`src/rtl/shift_register_ctrl_4_pkg.sv`:
```
// Shared encodings for the shift-register sequencer, the register it drives,
// and anything that wants to interpret s1/s0.
package shift_register_ctrl_4_pkg;

    // {s1,s0} mode select of the universal shift register
    localparam logic [1:0] MODE_HOLD = 2'b00;
    localparam logic [1:0] MODE_SHR  = 2'b01;
    localparam logic [1:0] MODE_SHL  = 2'b10;
    localparam logic [1:0] MODE_LOAD = 2'b11;

    typedef enum logic [1:0] {
        ST_IDLE  = 2'd0,
        ST_LOAD  = 2'd1,
        ST_SHIFT = 2'd2,
        ST_DONE  = 2'd3
    } state_t;

endpackage

```
`src/rtl/shift_register_ctrl_4_if.sv`:
```
// Request/response bus between the lab top level (master) and the sequencer (slave).
interface shift_register_ctrl_4_if #(
    parameter int W     = 4,
    parameter int CNT_W = 2
);
    logic             start;
    logic             dir;
    logic [CNT_W-1:0] nbits;
    logic [W-1:0]     data_in;
    logic             ser_in;
    logic             busy;
    logic             done;
    logic             ser_out;
    logic [W-1:0]     data_out;

    modport master (
        output start, dir, nbits, data_in, ser_in,
        input  busy, done, ser_out, data_out
    );

    modport slave (
        input  start, dir, nbits, data_in, ser_in,
        output busy, done, ser_out, data_out
    );
endinterface

```
`src/rtl/shift_register_ctrl_4.sv`:
```
// Sequencer: loads a word into the external shift register, then shifts it
// N times, serializing out on ser_out while ser_in fills the vacated end.
module shift_register_ctrl_4
    import shift_register_ctrl_4_pkg::*;
#(
    parameter int W     = 4,
    parameter int CNT_W = 2
) (
    input  logic                   clk,
    input  logic                   clear,
    shift_register_ctrl_4_if.slave bus,
    output logic                   s1,
    output logic                   s0,
    output logic [W-1:0]           reg_i_par,
    output logic                   reg_msb_in,
    output logic                   reg_lsb_in,
    input  logic [W-1:0]           reg_a_par
);

    state_t           state;
    logic             dir_q;
    logic [CNT_W-1:0] nbits_q;
    logic [W-1:0]     word_q;
    logic [W-1:0]     data_q;
    logic [CNT_W:0]   cnt;   // one extra bit so it can hold W
    logic [1:0]       mode;
    logic             ser_bit;
    logic [W-1:0]     data_view;

    // State, shift counter, latched request and held result
    always_ff @(posedge clk or negedge clear) begin
        if (!clear) begin
            state   <= ST_IDLE;
            dir_q   <= 1'b0;
            nbits_q <= '0;
            word_q  <= '0;
            data_q  <= '0;
            cnt     <= '0;
        end else begin
            case (state)
                ST_IDLE: begin
                    if (bus.start) begin
                        dir_q   <= bus.dir;
                        nbits_q <= bus.nbits;
                        word_q  <= bus.data_in;
                        state   <= ST_LOAD;
                    end
                end
                ST_LOAD: begin
                    // nbits==0 means a full-width transfer
                    cnt   <= (nbits_q == '0) ? (CNT_W+1)'(W) : {1'b0, nbits_q};
                    state <= ST_SHIFT;
                end
                ST_SHIFT: begin
                    cnt <= cnt - 1'b1;
                    if (cnt == (CNT_W+1)'(1))
                        state <= ST_DONE;
                end
                ST_DONE: begin
                    // Register already holds the post-shift word; keep it for later
                    data_q <= reg_a_par;
                    if (bus.start) begin
                        dir_q   <= bus.dir;
                        nbits_q <= bus.nbits;
                        word_q  <= bus.data_in;
                        state   <= ST_LOAD;
                    end else begin
                        state <= ST_IDLE;
                    end
                end
                default: state <= ST_IDLE;
            endcase
        end
    end

    // Decode register controls and outputs from the current state
    always_comb begin
        mode      = MODE_HOLD;
        reg_i_par = '0;
        ser_bit   = 1'b0;
        data_view = data_q;
        case (state)
            ST_LOAD: begin
                mode      = MODE_LOAD;
                reg_i_par = word_q;
            end
            ST_SHIFT: begin
                mode    = dir_q ? MODE_SHL : MODE_SHR;
                ser_bit = dir_q ? reg_a_par[W-1] : reg_a_par[0];
            end
            ST_DONE: data_view = reg_a_par;   // result visible alongside done
            default: ;
        endcase
    end

    assign {s1, s0}     = mode;
    assign reg_msb_in   = bus.ser_in;
    assign reg_lsb_in   = bus.ser_in;
    assign bus.busy     = (state == ST_LOAD) || (state == ST_SHIFT);
    assign bus.done     = (state == ST_DONE);
    assign bus.ser_out  = ser_bit;
    assign bus.data_out = data_view;

endmodule
```
`src/flat_wrapper.sv`:
```
// flat-port wrapper written by rule: the top's interface ports become plain ports
module shift_register_ctrl_4_flat import shift_register_ctrl_4_pkg::*;
#(
    parameter int W     = 4,
    parameter int CNT_W = 2
)
  (clk, clear, s1, s0, reg_i_par, reg_msb_in, reg_lsb_in, reg_a_par, bus_start, bus_dir, bus_nbits, bus_data_in, bus_ser_in, bus_busy, bus_done, bus_ser_out, bus_data_out);
  shift_register_ctrl_4_if #(.W(W), .CNT_W(CNT_W)) bus_i ();
  input  logic clk;
  input  logic clear;
  output logic s1;
  output logic s0;
  output logic [W-1:0] reg_i_par;
  output logic reg_msb_in;
  output logic reg_lsb_in;
  input  logic [W-1:0] reg_a_par;
  input wire logic [$bits(bus_i.start)-1:0] bus_start;
  input wire logic [$bits(bus_i.dir)-1:0] bus_dir;
  input wire logic [$bits(bus_i.nbits)-1:0] bus_nbits;
  input wire logic [$bits(bus_i.data_in)-1:0] bus_data_in;
  input wire logic [$bits(bus_i.ser_in)-1:0] bus_ser_in;
  output wire logic [$bits(bus_i.busy)-1:0] bus_busy;
  output wire logic [$bits(bus_i.done)-1:0] bus_done;
  output wire logic [$bits(bus_i.ser_out)-1:0] bus_ser_out;
  output wire logic [$bits(bus_i.data_out)-1:0] bus_data_out;
  assign bus_i.start = bus_start;
  assign bus_i.dir = bus_dir;
  assign bus_i.nbits = bus_nbits;
  assign bus_i.data_in = bus_data_in;
  assign bus_i.ser_in = bus_ser_in;
  assign bus_busy = bus_i.busy;
  assign bus_done = bus_i.done;
  assign bus_ser_out = bus_i.ser_out;
  assign bus_data_out = bus_i.data_out;
  shift_register_ctrl_4 #(.W(W), .CNT_W(CNT_W)) u_core (.clk(clk), .clear(clear), .bus(bus_i), .s1(s1), .s0(s0), .reg_i_par(reg_i_par), .reg_msb_in(reg_msb_in), .reg_lsb_in(reg_lsb_in), .reg_a_par(reg_a_par));
endmodule
```
`config.mk`:
```
export PLATFORM = sky130hd
export DESIGN_NAME = shift_register_ctrl_4_flat
export DESIGN_NICKNAME = d
export VERILOG_FILES = /design/src/rtl/shift_register_ctrl_4_pkg.sv /design/src/rtl/shift_register_ctrl_4_if.sv /design/src/rtl/shift_register_ctrl_4.sv /design/src/flat_wrapper.sv
export SDC_FILE = /design/constraint.sdc
export NUM_CORES = 1
export LEC_CHECK = 0
export BUFFER_PORTS_ARGS = -buffer_cell sky130_fd_sc_hd__buf_2
export CORE_UTILIZATION = 40
export CTS_CLUSTER_SIZE = 14
export DETAILED_ROUTE_END_ITERATION = 16
export PLACE_DENSITY = 0.68
export SLEW_MARGIN = 20
export SYNTH_ARGS = -nofsm -noshare
export SYNTH_HDL_FRONTEND = slang
export SYNTH_SLANG_ARGS = --single-unit
```
`constraint.sdc`:
```
create_clock -name clk -period 3.5 [get_ports clk]
set_clock_uncertainty 0.2 [all_clocks]
set_input_delay 0 -clock clk [delete_from_list [all_inputs] [get_ports clk]]
set_output_delay 0 -clock clk [all_outputs]
set_load 0.02 [all_outputs]
```
==> results by group, run 1 <==
STA
  • Unrepaired setup endpoints after global routing: no
  • Setup TNS Final: 0 ns
  • Final WS setup: 1.47 ns
  • Period utilization: 58.0%
  • Final hold vios: 0
  • Min Tclk post-route: 2.03 ns
  • # setup viols final: 0
  • Fmax: 492 MHz
  • Max transition margin: 52.0%
  • Final Max Tran Viols: 0
  • Least-Margin Pin Slew: 0.718 ns

Clocking
  • Clock-pin slew on the worst setup and hold paths: 0.09 ns
  • Count of clock tree sinks: 16
  • CTS Root Buffer Type: clkbuf_4
  • Clk_lat worst skew: 0.27 ns
  • Total CTS buffers: 3
  • CTS tree: yes
  • CTS Hold Buffers Added: 15
  • Post-CTS resize count: 0
  • H-Tree Depth: 1
  • Max Buffers Root-to-Sink: 2
  • Setup Buffers After CTS: 0

Floorplanning
  • Die Ht: 50.0 um
  • Total core area: 0.00219 mm^2
  • Die W: 50.0 um
  • Initial Util: 42.0%
  • Row count: 17
  • Ports: 30
  • Die Footprint: 0.00250 mm^2

Detailed routing
  • Initial DRC Count: 11
  • Vias/cell: 4.77
  • Antenna viol nets, final: 0
  • # DRC: 0
  • Vias: 677
  • Routed wire length: 1760 um
  • Routed len/inst: 12.4 um
  • Pre-Repair DR Iteration Count: 4

Global route
  • GRT Util Overall: 15.6%
  • Vias in the first global route: 672
  • First-pass GRT wire length: 2900 um
  • Pin count of the biggest net entering global routing: 17
  • Antenna violations before repair: 0
  • Total grt overflow: 0

Placed design
  • Post-Place Setup Slack: 1.46 ns
  • Final Wtd Congestion: 0.741
  • Post-DP HPWL: 1220 um
  • # port buffers: 26

Min path
  • Worst hold path type: primary input to flop
  • Hold Startpoint: bus_dir
  • Hold Path Stages: 3
  • Min-Delay Endpoint: u_core.dir_q

Setup path
  • RR Endpoint: u_core.nbits_q[1]
  • Worst Path Required: 3.47 ns
  • Startpoint types: flop
  • WP data arrival: 2.00 ns
  • Top fanout value on the critical path: 13
  • Crit path kind: flop to flop
  • R2R depth: 4
  • RR Startpoint: u_core.state[0]
  • CP Capture Type: flop
  • R2R Setup Slk: 1.47 ns

Pwr
  • Pwr Density: 976 mW/mm^2
  • LEAKAGE: 0.607 nW
  • Total power: 1.20 mW
  • Worst VDD drop: 0.000538 V

Job
  • Max cap viols: 0

Finish
  • Fillers: 191
  • Area growth syn-to-layout: 33.3%
  • Share of cells above drive strength 1: 39.5%
  • Nets: 139
  • Antenna Cells: 0
  • Core Util, Final: 56.0%

Synthesis
  • Commonest cells post-synth: dfrtp_1, ha_1, mux2_4
  • Share of the synthesized area in the top cell type: 43.5%
  • Cell taking the most area after synthesis: dfrtp_1
  • Synthesized area: 921 um^2
  • Gate Count Post-Synth: 74
  • Synth Area per Inst: 12.4 um^2
  • Yosys warns: 0
  • FF+latch count, synth: 16
  • Synth Flop Type: dfrtp_1
  • Synth area leaders: dfrtp_1, mux2_4, ha_1
  • Register area share after synthesis: 43.5%
  • Async set or reset register ratio after synthesis: 100%
  • Most frequent cell after synthesis: dfrtp_1
  • Netlist cell types: 27
  • Post-synth EDFFs: 0
  • Syn nets: 97

Run status
  • Status: completed
[worst max-delay path by stage]
stage	from	to	slack (ns)	cells past startpoint
final	u_core.state[0]	u_core.nbits_q[1]	1.47	4
after global routing	u_core.state[1]	u_core.word_q[2]	1.37	4
after CTS	u_core.state[0]	u_core.nbits_q[0]	1.46	4
after detailed placement	u_core.state[0]	u_core.word_q[0]	1.46	4
after global placement	u_core.state[0]	u_core.word_q[0]	1.56	4
after floorplan	u_core.state[0]	u_core.dir_q	1.71	5
[cells in the final DEF, fill, tap and decap left out, types with 3 or more instances in the layout]
cell            n
and2_1          4
mux2_4          8
clkbuf_4        3
nor2b_1         4
ha_1            8
buf_2          26
dfrtp_1        16
mux2_2          4
inv_1           4
dlygate4sd3_1  15
[stage by stage]
step	area, um^2	std cells	hold WS, ns
6_report	1230	142	0.275
5_1_grt	1230	142	0.275
4_1_cts	1230	142	0.271
3_5_place_dp	1050	124	-0.266
3_3_place_gp	1050	124	-0.266
2_1_floorplan	921	74	-0.496
[worst max-delay path, stage by stage (launching register included)]
cell	delay [ns]
dfrtp_1	0.42
inv_1	0.13
ha_1	0.49
nor2b_4	0.35
mux2_4	0.33
[report_power, final]
part | total, mW | switching (mW) | internal (mW)
registers | 0.350 | 0.0647 | 0.285
clock network | 0.0939 | 0.0541 | 0.0398
logic | 0.754 | 0.396 | 0.358
total | 1.20 | 0.515 | 0.683
[cell families (layout without fill, tap and decap cells)]
group	count (synthesis)	after routing	share of synthesized area, %
flops	16	16	43.5
simple gates	17	17	12.2
fa+ha+maj	8	8	10.9
buf+inv	8	48	5.03
compound gates	12	12	9.38
mux	13	13	19.0
[layout make-up]
class	instances	area, um^2	area share [%]
Multi-Input combinational cell	50	474	38.6
Sequential cell	16	400	32.6
Timing Repair Buffer	41	280	22.8
Tap cell	28	35.0	2.85
Clock buffer	3	22.5	1.83
Inverter	4	15.0	1.22
[per-layer routing]
| metal | up-vias | GRT usage (%) | wire [um] |
|---|---|---|---|
| met5 | - | 0 | 0 |
| li1 | 333 | - | - |
| met4 | 0 | 7.62 | 11 |
| met2 | 25 | 24.7 | 870 |
| met1 | 317 | 18.7 | 774 |
| met3 | 2 | 5.25 | 106 |
[registers in the layout, summed over array words and instances (netlist names)]
signal and cells:
u_core.data_q 4, u_core.state 2, u_core.nbits_q 2, u_core.cnt 3
u_core.word_q 4, u_core.dir_q 1
No activity file was read; power rests on OpenSTA's default activity.
==> run 2: changes to the inputs <==
--- a/config.mk
+++ b/config.mk
@@ -5,11 +5,12 @@
 export SDC_FILE = /design/constraint.sdc
 export NUM_CORES = 1
 export LEC_CHECK = 0
+export ABC_AREA = 1
 export BUFFER_PORTS_ARGS = -buffer_cell sky130_fd_sc_hd__buf_2
 export CORE_UTILIZATION = 40
 export CTS_CLUSTER_SIZE = 14
 export DETAILED_ROUTE_END_ITERATION = 16
-export PLACE_DENSITY = 0.68
+export PLACE_DENSITY = 0.71
 export SLEW_MARGIN = 20
 export SYNTH_ARGS = -nofsm -noshare
 export SYNTH_HDL_FRONTEND = slang
==> constraint.sdc (replaced) <==
create_clock -name clk -period 1.65 [get_ports clk]
set_clock_uncertainty 0.2 [all_clocks]
set_input_delay 0 -clock clk [delete_from_list [all_inputs] [get_ports clk]]
set_output_delay 0 -clock clk [all_outputs]
set_load 0.02 [all_outputs]
==> run 2 against run 1 <==
Count of clock-buffer cells in the layout unchanged. The flow now finishes with violations (negative setup slack). Sequential cell count unchanged. Die area up 0.92%. Highest routed layer unchanged. Utilization up 7.6 points. Critical path type is now flop to output port. Global-route usage up 6.0 points.
==> results by group, run 2 <==
Floorplanning
  • Die Ht: 50.2 um (was 50.0 um)
  • Ports: 30 (unchanged)
  • Initial Util: 42.4% (was 42.0%)
  • Die W: 50.2 um (was 50.0 um)
  • Total core area: 0.00219 mm^2 (unchanged)
  • Die Footprint: 0.00252 mm^2 (was 0.00250 mm^2)
  • Row count: 17 (unchanged)

Clocking
  • H-Tree Depth: 1 (unchanged)
  • Max Buffers Root-to-Sink: 2 (unchanged)
  • Count of clock tree sinks: 16 (unchanged)
  • CTS Root Buffer Type: clkbuf_4 (unchanged)
  • Clk_lat worst skew: 0.28 ns (was 0.27 ns)
  • Clock-pin slew on the worst setup and hold paths: 0.09 ns (about the same)
  • Total CTS buffers: 3 (unchanged)
  • CTS tree: yes (unchanged)

Global route
  • Pin count of the biggest net entering global routing: 17 (unchanged)
  • GRT Util Overall: 21.7% (was 15.6%)
  • First-pass GRT wire length: 3990 um (was 2900 um)
  • Antenna violations before repair: 0 (unchanged)
  • Vias in the first global route: 953 (was 672)
  • Total grt overflow: 0 (unchanged)

Detailed routing
  • Routed wire length: 2480 um (was 1760 um)
  • # DRC: 0 (unchanged)
  • Routed len/inst: 13.4 um (was 12.4 um)
  • Vias/cell: 4.86 (was 4.77)
  • Pre-Repair DR Iteration Count: 4 (unchanged)
  • Antenna viol nets, final: 0 (unchanged)
  • Initial DRC Count: 10 (was 11)
  • Vias: 900 (was 677)

Synthesis
  • Post-synth EDFFs: 0 (unchanged)
  • Commonest cells post-synth: nand2_1, dfrtp_1, inv_1, nand3_1, ha_1 (was dfrtp_1, ha_1, mux2_4)
  • Synth Area per Inst: 8.45 um^2 (was 12.4 um^2)
  • Synth area leaders: dfrtp_1, nand2_1, ha_1 (was dfrtp_1, mux2_4, ha_1)
  • FF+latch count, synth: 16 (unchanged)
  • Most frequent cell after synthesis: nand2_1 (was dfrtp_1)
  • Register area share after synthesis: 43.1% (was 43.5%)
  • Async set or reset register ratio after synthesis: 100% (unchanged)
  • Cell taking the most area after synthesis: dfrtp_1 (unchanged)
  • Syn nets: 133 (was 97)
  • Gate Count Post-Synth: 110 (was 74)
  • Synth Flop Type: dfrtp_1 (unchanged)
  • Share of the synthesized area in the top cell type: 43.1% (was 43.5%)
  • Netlist cell types: 20 (was 27)
  • Yosys warns: 0 (unchanged)
  • Synthesized area: 930 um^2 (was 921 um^2)

Setup path
  • R2R Setup Slk: 0.03 ns (was 1.47 ns)
  • Buffers & Inverters on Critical Path: 3 (was 1)
  • Worst Path Required: 1.45 ns (was 3.47 ns)
  • RR Endpoint: u_core.state[1] (was u_core.nbits_q[1])
  • WP data arrival: 1.46 ns (was 2.00 ns)
  • CP Capture Type: output port (was flop)
  • RR Startpoint: u_core.state[1] (was u_core.state[0])
  • CP peak stage delay: 0.45 ns (was 0.49 ns)
  • Top fanout value on the critical path: 4 (was 13)
  • Startpoint types: flop (unchanged)
  • Crit-path cells: inv_2, buf_6, ha_4, nand2_2, a21oi_2, buf_6 (was inv_1, ha_1, nor2b_4, mux2_4)
  • Slowest-stage cell, CP: dfrtp_1 (was ha_1)
  • R2R depth: 8 (was 4)
  • Crit path max-delay family: flip-flops (was adder cells)
  • Crit path kind: flop to output port (was flop to flop)
  • Most numerous cell on the critical path: buf_6

Job
  • Max cap viols: 0 (unchanged)

Pwr
  • LEAKAGE: 0.727 nW (was 0.607 nW)
  • Pwr Density: 2070 mW/mm^2 (was 976 mW/mm^2)
  • Worst VDD drop: 0.00109 V (was 0.000538 V)

Run status
  • Status: complete, but fails checks (was completed)
  • Failing checks: negative setup slack

STA
  • Least-Margin Pin Slew: 0.398 ns (was 0.718 ns)
  • Final WS setup: -0.00930 ns (was 1.47 ns)
  • Setup TNS Final: -0.0153 ns (was 0 ns)
  • Max transition margin: 73.4% (was 52.0%)
  • Fmax: 603 MHz
  • Period utilization: 101%
  • Final Max Tran Viols: 0 (unchanged)
  • Unrepaired setup endpoints after global routing: yes (was no)
  • Final hold vios: 0 (unchanged)
  • Min Tclk post-route: 1.66 ns
  • # setup viols final: 2 (was 0)

Placed design
  • Final Wtd Congestion: 0.748 (was 0.741)
  • Post-Place Setup Slack: 0.0762 ns (was 1.46 ns)
  • # port buffers: 26 (unchanged)
  • Post-DP HPWL: 1410 um (was 1220 um)

Min path
  • Worst hold path type: flop to flop (was primary input to flop)
  • Hold Startpoint: u_core.word_q[2] (was bus_dir)
  • Hold Path Stages: 2 (was 3)
  • Min-Delay Endpoint: u_core.word_q[2] (was u_core.dir_q)

Finish
  • Most frequent cells in the layout: nand2_1, buf_2, dlygate4sd3_1, dfrtp_1, inv_1 (was buf_2, dfrtp_1, dlygate4sd3_1, mux2_4, ha_1)
  • Nets: 182 (was 139)
  • Top Registers: u_core.data_q (4), u_core.word_q (4), u_core.cnt (3) (unchanged)
  • Antenna Cells: 0 (unchanged)
  • Most common cell after layout, fill and taps aside: nand2_1 (was buf_2)
  • Share of cells above drive strength 1: 37.6% (was 39.5%)
  • Area growth syn-to-layout: 49.9% (was 33.3%)
-- run 2: worst max-delay path by stage --
stage | from | to | cells after the start | slack, ns
3_3_place_gp | u_core.state[1] | u_core.dir_q | 6 | 0.14
5_1_grt | u_core.state[0] | bus_data_out[2] | 3 | -0.06
6_report | u_core.state[0] | s0 | 6 | -0.009
3_5_place_dp | u_core.state[1] | u_core.dir_q | 6 | 0.08
2_1_floorplan | u_core.state[0] | s0 | 5 | 0.02
4_1_cts | u_core.state[0] | bus_data_out[2] | 3 | 0.006
-- run 2: timing repair --
| item | in CTS | in global routing |
|---|---|---|
| endpoints found under the hold margin | 29 | 16 |
| cloned | 0 | 0 |
| setup buffers | 5 | 1 |
| gates resized for setup | 18 | 11 |
| hold buffers | 15 | 1 |
| endpoints found under the setup margin | 8 | 26 |
| pin swaps | 3 | 2 |
-- run 2: logic make-up after synthesis --
kind of cell / after synthesis / share of synthesized area [%]
simple gates: 52 / 24.8
buf+inv: 20 / 10.8
fa+ha+maj: 8 / 10.8
compound gates: 10 / 5.79
mux: 4 / 4.84
flops: 16 / 43.1
-- run 2: final cells by class --
type / instances / area, um^2
Inverter: 16 / 62.6
Tap cell: 28 / 35.0
Timing Repair Buffer: 48 / 358
Clock buffer: 3 / 22.5
Multi-Input combinational cell: 74 / 514
Fill cell: 175 / 797
Sequential cell: 16 / 402
-- run 2: report_power, final --
| group | total, mW | switching (mW) | leakage [nW] | internal [mW] |
|---|---|---|---|---|
| Combinational | 1.95 | 1.15 | 0.520 | 0.807 |
| Sequential | 0.725 | 0.130 | 0.193 | 0.595 |
| Clock | 0.204 | 0.119 | 0.0138 | 0.0846 |
| Total | 2.88 | 1.40 | 0.727 | 1.49 |
-- run 2: per-layer routing --
metal	vias to the layer above	track usage (%)	wire length, um
li1	435	-	-
met1	428	23.3	952
met2	26	38.0	1360
met3	11	4.85	81
met4	0	13.3	90
met5	-	0	0
-- run 2: tightest hold or removal path, stage by stage (launching register included) --
cell	delay, ns
dfrtp_1	0.35
nand2_1	0.05
nand2_1	0.05
-- run 2: stage by stage --
stage / power (mW) / instance area (um^2) / util [%] / hold slack (ns) / cells
2_1_floorplan: 1.82 / 932 / - / -0.496 / 110
3_3_place_gp: 2.11 / 1070 / 48.7 / -0.269 / 161
3_5_place_dp: 2.17 / 1070 / 48.7 / -0.267 / 161
4_1_cts: 2.70 / 1360 / 61.9 / 0.277 / 184
5_1_grt: 3.11 / 1390 / 63.6 / 0.286 / 185
6_report: 2.88 / 1390 / 63.6 / 0.281 / 185
